--- src/rtl/fifo_reader.sv ---
// Read-side controller for a FIFO: drains BURST_LEN words per start pulse,
// issuing at most one read every other cycle so the FIFO's one-cycle read
// latency and lagging empty flag are absorbed, and presents the words on a
// valid/ready stream through a 2-entry output buffer.
module fifo_reader #(
  parameter int DATA_WIDTH = 8,
  parameter int BURST_LEN  = 4,
  parameter int CNT_WIDTH  = 16
) (
  input  logic                  clk,
  input  logic                  Reset,
  input  logic                  Enable,
  input  logic                  start,
  input  logic                  FIFO_empty,
  input  logic [DATA_WIDTH-1:0] FIFO_data_out,
  output logic                  read_enable,
  output logic [DATA_WIDTH-1:0] data_out,
  output logic                  data_valid,
  input  logic                  data_ready,
  output logic                  busy,
  output logic                  burst_done,
  output logic [CNT_WIDTH-1:0]  words_read
);

  localparam logic [7:0] BURST = 8'(BURST_LEN);

  typedef enum logic [1:0] {IDLE, ACTIVE, DRAIN, DONE} state_t;

  state_t                  state_q, state_d;
  logic [7:0]              issued_q, issued_d;
  logic [7:0]              delivered_q, delivered_d;
  logic                    inflight_q, inflight_d;
  logic [1:0]              occ_q, occ_d;
  logic [DATA_WIDTH-1:0]   buf0_q, buf0_d;
  logic [DATA_WIDTH-1:0]   buf1_q, buf1_d;
  logic [CNT_WIDTH-1:0]    words_q, words_d;
  logic                    pop;
  logic                    cap;

  assign data_valid = (occ_q != 2'd0);
  assign data_out   = buf0_q;
  assign busy       = (state_q != IDLE);
  assign burst_done = (state_q == DONE);
  assign words_read = words_q;

  // Read strobe, pop and capture qualifiers; all gated by the global enable.
  always_comb begin
    read_enable = 1'b0;
    pop         = 1'b0;
    cap         = 1'b0;
    if (Enable) begin
      read_enable = (state_q == ACTIVE) && !FIFO_empty && !inflight_q &&
                    (occ_q < 2'd2) && (issued_q < BURST);
      pop         = data_valid && data_ready;
      cap         = inflight_q;
    end
  end

  // Burst FSM with issued/delivered bookkeeping and the running word counter.
  always_comb begin
    state_d     = state_q;
    issued_d    = issued_q;
    delivered_d = delivered_q;
    inflight_d  = inflight_q;
    words_d     = words_q;
    if (Enable) begin
      inflight_d = read_enable;
      if (read_enable) issued_d = issued_q + 8'd1;
      if (pop) begin
        delivered_d = delivered_q + 8'd1;
        words_d     = words_q + 1'b1;
      end
      case (state_q)
        IDLE: begin
          if (start) begin
            state_d     = ACTIVE;
            issued_d    = 8'd0;
            delivered_d = 8'd0;
          end
        end
        ACTIVE:  if (issued_q == BURST) state_d = DRAIN;
        DRAIN:   if (delivered_q == BURST) state_d = DONE;
        DONE:    state_d = IDLE;
        default: state_d = IDLE;
      endcase
    end
  end

  // Two-entry output buffer; head always lives in buf0 so data_out is a register.
  always_comb begin
    buf0_d = buf0_q;
    buf1_d = buf1_q;
    occ_d  = occ_q;
    case ({cap, pop})
      2'b10: begin
        if (occ_q == 2'd0) buf0_d = FIFO_data_out;
        else               buf1_d = FIFO_data_out;
        occ_d = occ_q + 2'd1;
      end
      2'b01: begin
        buf0_d = buf1_q;
        occ_d  = occ_q - 2'd1;
      end
      2'b11: begin
        if (occ_q == 2'd1) begin
          buf0_d = FIFO_data_out;
        end else begin
          buf0_d = buf1_q;
          buf1_d = FIFO_data_out;
        end
      end
      default: ;
    endcase
  end

  // State registers; asynchronous reset abandons any burst in progress.
  always_ff @(posedge clk or negedge Reset) begin
    if (!Reset) begin
      state_q     <= IDLE;
      issued_q    <= 8'd0;
      delivered_q <= 8'd0;
      inflight_q  <= 1'b0;
      occ_q       <= 2'd0;
      buf0_q      <= '0;
      buf1_q      <= '0;
      words_q     <= '0;
    end else begin
      state_q     <= state_d;
      issued_q    <= issued_d;
      delivered_q <= delivered_d;
      inflight_q  <= inflight_d;
      occ_q       <= occ_d;
      buf0_q      <= buf0_d;
      buf1_q      <= buf1_d;
      words_q     <= words_d;
    end
  end

endmodule
--- config.mk ---
export PLATFORM = sky130hd
export DESIGN_NAME = fifo_reader
export DESIGN_NICKNAME = d
export VERILOG_FILES = /design/src/rtl/fifo_reader.sv
export SDC_FILE = /design/constraint.sdc
export NUM_CORES = 1
export LEC_CHECK = 0
export CAP_MARGIN = 20
export CORE_ASPECT_RATIO = 2
export CORE_MARGIN = 2
export CORE_UTILIZATION = 25
export CTS_CLUSTER_DIAMETER = 60
export DETAILED_ROUTE_END_ITERATION = 10
export GPL_TIMING_DRIVEN = 0
export PLACE_DENSITY_LB_ADDON = 0.1
export SLEW_MARGIN = 20
export SYNTH_ARGS = -nofsm -noshare
export SYNTH_HDL_FRONTEND = slang
export SYNTH_SLANG_ARGS = --single-unit
export TNS_END_PERCENT = 20
--- constraint.sdc ---
create_clock -name clk -period 3.2 [get_ports clk]
set_input_delay 0.64 -clock clk [delete_from_list [all_inputs] [get_ports clk]]
set_output_delay 0.64 -clock clk [all_outputs]
set_load 0.01 [all_outputs]
## Word-level counts from Yosys, hierarchy flattened

Cells that the tools add are included.
Widths: inputs -> output; s select.

| storage, ports and cells | value |
|---|---|
| output and inout port bits | 28 |
| word-level logic and storage cells | 68 |
| input port bits | 14 |
| register bits after elaboration | 53 |

| operators by class | value |
|---|---|
| $add $sub $neg | 5 |
| multiplexer cells | 20 |
| reduce and logical (&&, ||, !) cells | 18 |
| equal/unequal tests | 15 |
| $lt $le $gt $ge | 2 |

Operators with widths:

| cell | count |
|---|---|
| $mux 8 | 10 |
| $pmux 8 s3 | 1 |
| $add 16x1->16 const B | 1 |
| $add 8x1->8 const B | 2 |
| $eq 8x3->1 const B | 2 |
| $pmux 8 s2 | 1 |
| $ne 2x2->1 const B | 5 |
| $eq 2x2->1 const B | 4 |
| $lt 8x3->1 const B | 1 |
| $pmux 2 s4 | 1 |
| $reduce_bool 2->1 | 4 |
| $eq 2x1->1 const B | 3 |
| $mux 2 | 3 |
| $logic_and 1x1->1 | 5 |
| $logic_not 2->1 | 2 |
| $pmux 2 s2 | 1 |
| $reduce_and 2->1 | 2 |
| $reduce_and 4->1 | 1 |
| $mux 1 | 3 |
| $reduce_and 3->1 | 1 |
| $reduce_bool 3->1 | 1 |
| $add 2x1->2 const B | 1 |
| $logic_not 1->1 | 2 |
| $lt 2x2->1 const B | 1 |
| other kinds (2) | 2 |

## Longest topological paths before layout

| depth | value |
|---|---|
| word-level depth | 9 |
| mapped depth | 10 |
| mapped depth without buffers | 8 |

## Worst setup path before layout

OpenSTA, ideal clock, no wires.

| timing | value |
|---|---|
| path kind | input to register |
| start | input port Enable |
| end | register buf1_q[0] |
| data arrival time | 2.209 ns |
| slack | 0.867 ns |
| data required time | 3.075 ns |
| stages | 8 |
| path buffers | 3 |
| library setup time | 0.125 ns |
| path through | buf_2 -> and3b_1 -> buf_4 -> inv_2 -> ha_1 -> o211a_1 -> clkbuf_1 -> mux2_2 |

| between the ends | value |
|---|---|
| word-level cells in the longest chain between the ends | 4 |
| elaborated cells on any way between the ends | 9 |
| classes of those cells | 4 x eq/ne; 3 x mux; 2 x reduce/logical |

Ends and longest elaborated chain:

| what | line | source |
|---|---|---|
| from (decl) | 12 | `input logic Enable,` |
| $mux 1 | 51 | `if (Enable) begin` |
| $eq 2x2->1 | 94 | `case ({cap, pop})` |
| $ne 2x2->1 (no source line) or $reduce_bool 2->1 (tied branches) | - |  |
| $reduce_and 3->1 (no source line) | - |  |
| to (signal assigned) | 134 | `buf1_q <= buf1_d;` |
| to (decl) | 35 | `logic [DATA_WIDTH-1:0] buf1_q, buf1_d;` |

Several ways; a longest one is shown, not always the timed one.
A chain may end at the register's enable or synchronous reset.

## Worst setup path in the final report

| timing | value |
|---|---|
| start | input port FIFO_empty |
| end | output port read_enable |

| between the ends | value |
|---|---|
| word-level cells in the longest chain between the ends | 6 |

Ends and longest elaborated chain:

| what | line | source |
|---|---|---|
| from (decl) | 14 | `input logic FIFO_empty,` |
| $logic_not 1->1 | 52 | `read_enable = (state_q == ACTIVE) && !FIFO_empty && !inflight_q &&` |
| $logic_and 1x1->1 (3 in a row) | 52 |  |
| $logic_and 1x1->1 | 53 | `(occ_q < 2'd2) && (issued_q < BURST);` |
| $mux 1 | 51 |  |
| to (decl) | 16 | `output logic read_enable,` |

Every way passes these cells.

==> results.json <==
{
  "status": "finished clean",
  "criticalPathCategory": "in2out",
  "syn-cell-area_mm2": 0.00256,
  "core_area_mm2": 0.0100,
  "critPathTopFamily": "buffers and inverters",
  "cts_resized": 0,
  "first_iter_violations": 28,
  "synthTopCellsByCount": "dfrtp_1, nor2_1, nand2_1, ha_1",
  "max_stage_delay_ps": 540,
  "drv_slew": 0,
  "ys.warnings.count": 0,
  "synth-seq-cells": 53,
  "cts_buffer_depth": 2,
  "hold_viol": 0,
  "clock_tree.root_cell": "clkbuf_16",
  "place.gp.congestion": 0.689,
  "grt_overflow": 0,
  "clkSinkCount": 53,
  "p_leak_nw": 1.48,
  "wire_per_inst_um": 13.9,
  "cts_buffers": 5,
  "placed_cell_area_mm2": 0.00315,
  "clkLatencyLatePin_ps": 300,
  "finalInstanceArea_mm2": 0.00329,
  "critPathSlowestCell": "clkdlybuf4s50_1",
  "min_path_type": "in2async",
  "vdd_drop_max_uv": 280,
  "syn-instance-count": 236,
  "r2r_start": "occ_q[0]",
  "rsz0062_at_grt": "false",
  "final_net_count": 314,
  "cp_num_buf_inv": 3,
  "end_kind": "output pin",
  "worstPathRequired_ps": 2560,
  "dpl.cell_count": 412,
  "r2r_end": "data_out[6]",
  "portBuffers": 40,
  "max_cap_viol_count": 0,
  "cpMostUsedCell": "clkdlybuf4s50_1",
  "power.density_mw_per_mm2": 742,
  "antenna_found_initial": 0,
  "async_flop_share_pct": 100,
  "post-synth-top-count-cell": "dfrtp_1",
  "ys_types": 36,
  "r2r_cells": 10,
  "cp.arrival_ps": 2290,
  "routed_via_density": 4.37,
  "final-seq-area_mm2": 0.00133,
  "postCtsHoldBufs": 0,
  "r2r_slack_ps": 520,
  "htree_levels": 2,
  "grt_pass1_wl_um": 9690,
  "fmax_mhz": 341,
  "synthesis.nets": 266,
  "final_antenna_net_count": 0,
  "post-route-period-util_pct": 91.6,
  "vias": 1830,
  "layout-drive-gt1-share_pct": 8.45,
  "detailedRoute.firstPassIterationCount": 4,
  "die_w_um": 75.5,
  "setup-violations-final": 0,
  "crit_fanout": 5,
  "cts.clk_slew.worst_paths_ps": 70,
  "grt_pass1_vias": 1912,
  "grtUsageTotal_pct": 11.7,
  "crit_path_start_kind": "input port",
  "die_area_mm2": 0.0111,
  "synth_edf_count": 0,
  "synth_area_per_cell_um2": 10.8,
  "antenna_cells": 0,
  "synth.largest_area_cell": "dfrtp_1",
  "cts_tree": "yes",
  "instances_no_fill": 419,
  "place_hpwl_um": 4330,
  "routed_wl_um": 5810,
  "yosysSeqAreaShare_pct": 51.8,
  "yosys-top-cells-area": "dfrtp_1, ha_1, xnor2_1",
  "crit_chain": "clkdlybuf4s50_1 > nor4bb_1 > nand4_1 > inv_1 > clkdlybuf4s50_1",
  "fp-row-count": 52,
  "maxSlewHeadroom_pct": 60.9,
  "drc_errors": 0,
  "die_h_um": 147,
  "post-cts-setup-buffers": 0,
  "final.setup_skew_ps": 6.88,
  "ys.flop_type": "dfrtp_1",
  "min_period_ps": 2930,
  "boundaryPins": 42,
  "fillers": 1081,
  "worstSetupStartpoint": "FIFO_empty",
  "area_growth_pct": 28.5,
  "finalPower_mw": 2.44,
  "grt_max_degree": 39,
  "multi_input_area_mm2": 0.00114,
  "synth.top_cell.area_share_pct": 51.8,
  "worst_pin_slew_ps": 586,
  "start_util_pct": 25.5
}
==> registers in the layout (all words and copies together), names as in the netlist <==
signal,count
buf1_q,8
data_out,8
delivered_q,8
inflight_q,1
issued_q,8
occ_q,2
state_q,2
words_read,16
==> logic make-up after synthesis <==
logic type / Yosys count / share of synthesized area [%]
AO/OA/AOI/OAI: 32 / 8.41
XOR/XNOR: 22 / 7.53
adder cells (fa/ha/maj): 16 / 7.82
buffers and inverters: 22 / 3.42
flip-flops: 53 / 51.8
multiplexers: 10 / 4.50
AND/OR/NAND/NOR: 81 / 16.5
==> layer usage <==
| metal | wire (µm) | global-route usage [%] | vias to the layer above |
|---|---|---|---|
| li1 | - | - | 900 |
| met1 | 2210 | 12.4 | 889 |
| met2 | 3320 | 21.3 | 34 |
| met3 | 148 | 2.06 | 7 |
| met4 | 134 | 5.26 | 0 |
| met5 | 0 | 0 | - |
==> worst reg2reg max path, delay by kind of cell, from the launching register on <==
kind,cells,cell delay (ps)
fa+ha+maj,2,480
buf+inv,4,830
flops,1,390
simple gates,2,290
compound gates,2,630
==> cell usage in the layout (no fill, tap or decap), drive strengths merged <==
master          n
a21oi          13
a22oi           8
a32oi           1
a41o            1
and3            4
and3b           1
and4            2
buf             4
clkbuf          9
clkdlybuf4s50  39
clkinv          1
clkinvlp        1
dfrtp          53
ha             16
inv            16
mux2            9
mux2i           1
nand2          20
nand3           9
nand4           4
nand4b          2
nor2           21
nor2b           7
nor3            5
nor4            2
nor4bb          1
o211a           1
o21a            2
o21ai           4
o21ba           1
o41ai           1
or3             2
or4b            1
xnor2          15
xor2            7
==> how the worst max path moves through the flow <==
stage                        endpoint  slack, ps  cells after the start
after floorplan             buf1_q[0]        870                      8
after global placement    issued_q[5]       -380                      1
after detailed placement  data_out[7]         50                      9
after CTS                 read_enable        240                      5
after global routing      read_enable        150                      5
final                     read_enable        270                      5
==> final cells by class <==
cell class | count | share of cell area [%]
Clock inverter | 2 | 0.495
Clock buffer | 5 | 3.81
Inverter | 16 | 1.83
Multi-Input combinational cell | 161 | 34.8
Buffer | 6 | 0.837
Timing Repair Buffer | 41 | 12.7
Tap cell | 135 | 5.14
Sequential cell | 53 | 40.4
==> power by group <==
| part | internal, mW | switching [mW] |
|---|---|---|
| registers | 0.870 | 0.161 |
| logic | 0.461 | 0.406 |
| clock network | 0.288 | 0.254 |
==> through the flow <==
stage	hold slack (ps)	TNS (ps)	worst slack, ps	util (%)
floorplan	344	0	867	-
global placement	463	-19930	-382	31.2
detailed placement	462	0	48.4	31.4
CTS	201	0	238	32.8
global route	205	0	151	32.8
finish	197	0	269	32.8
Power figures use the tool's default switching activity.
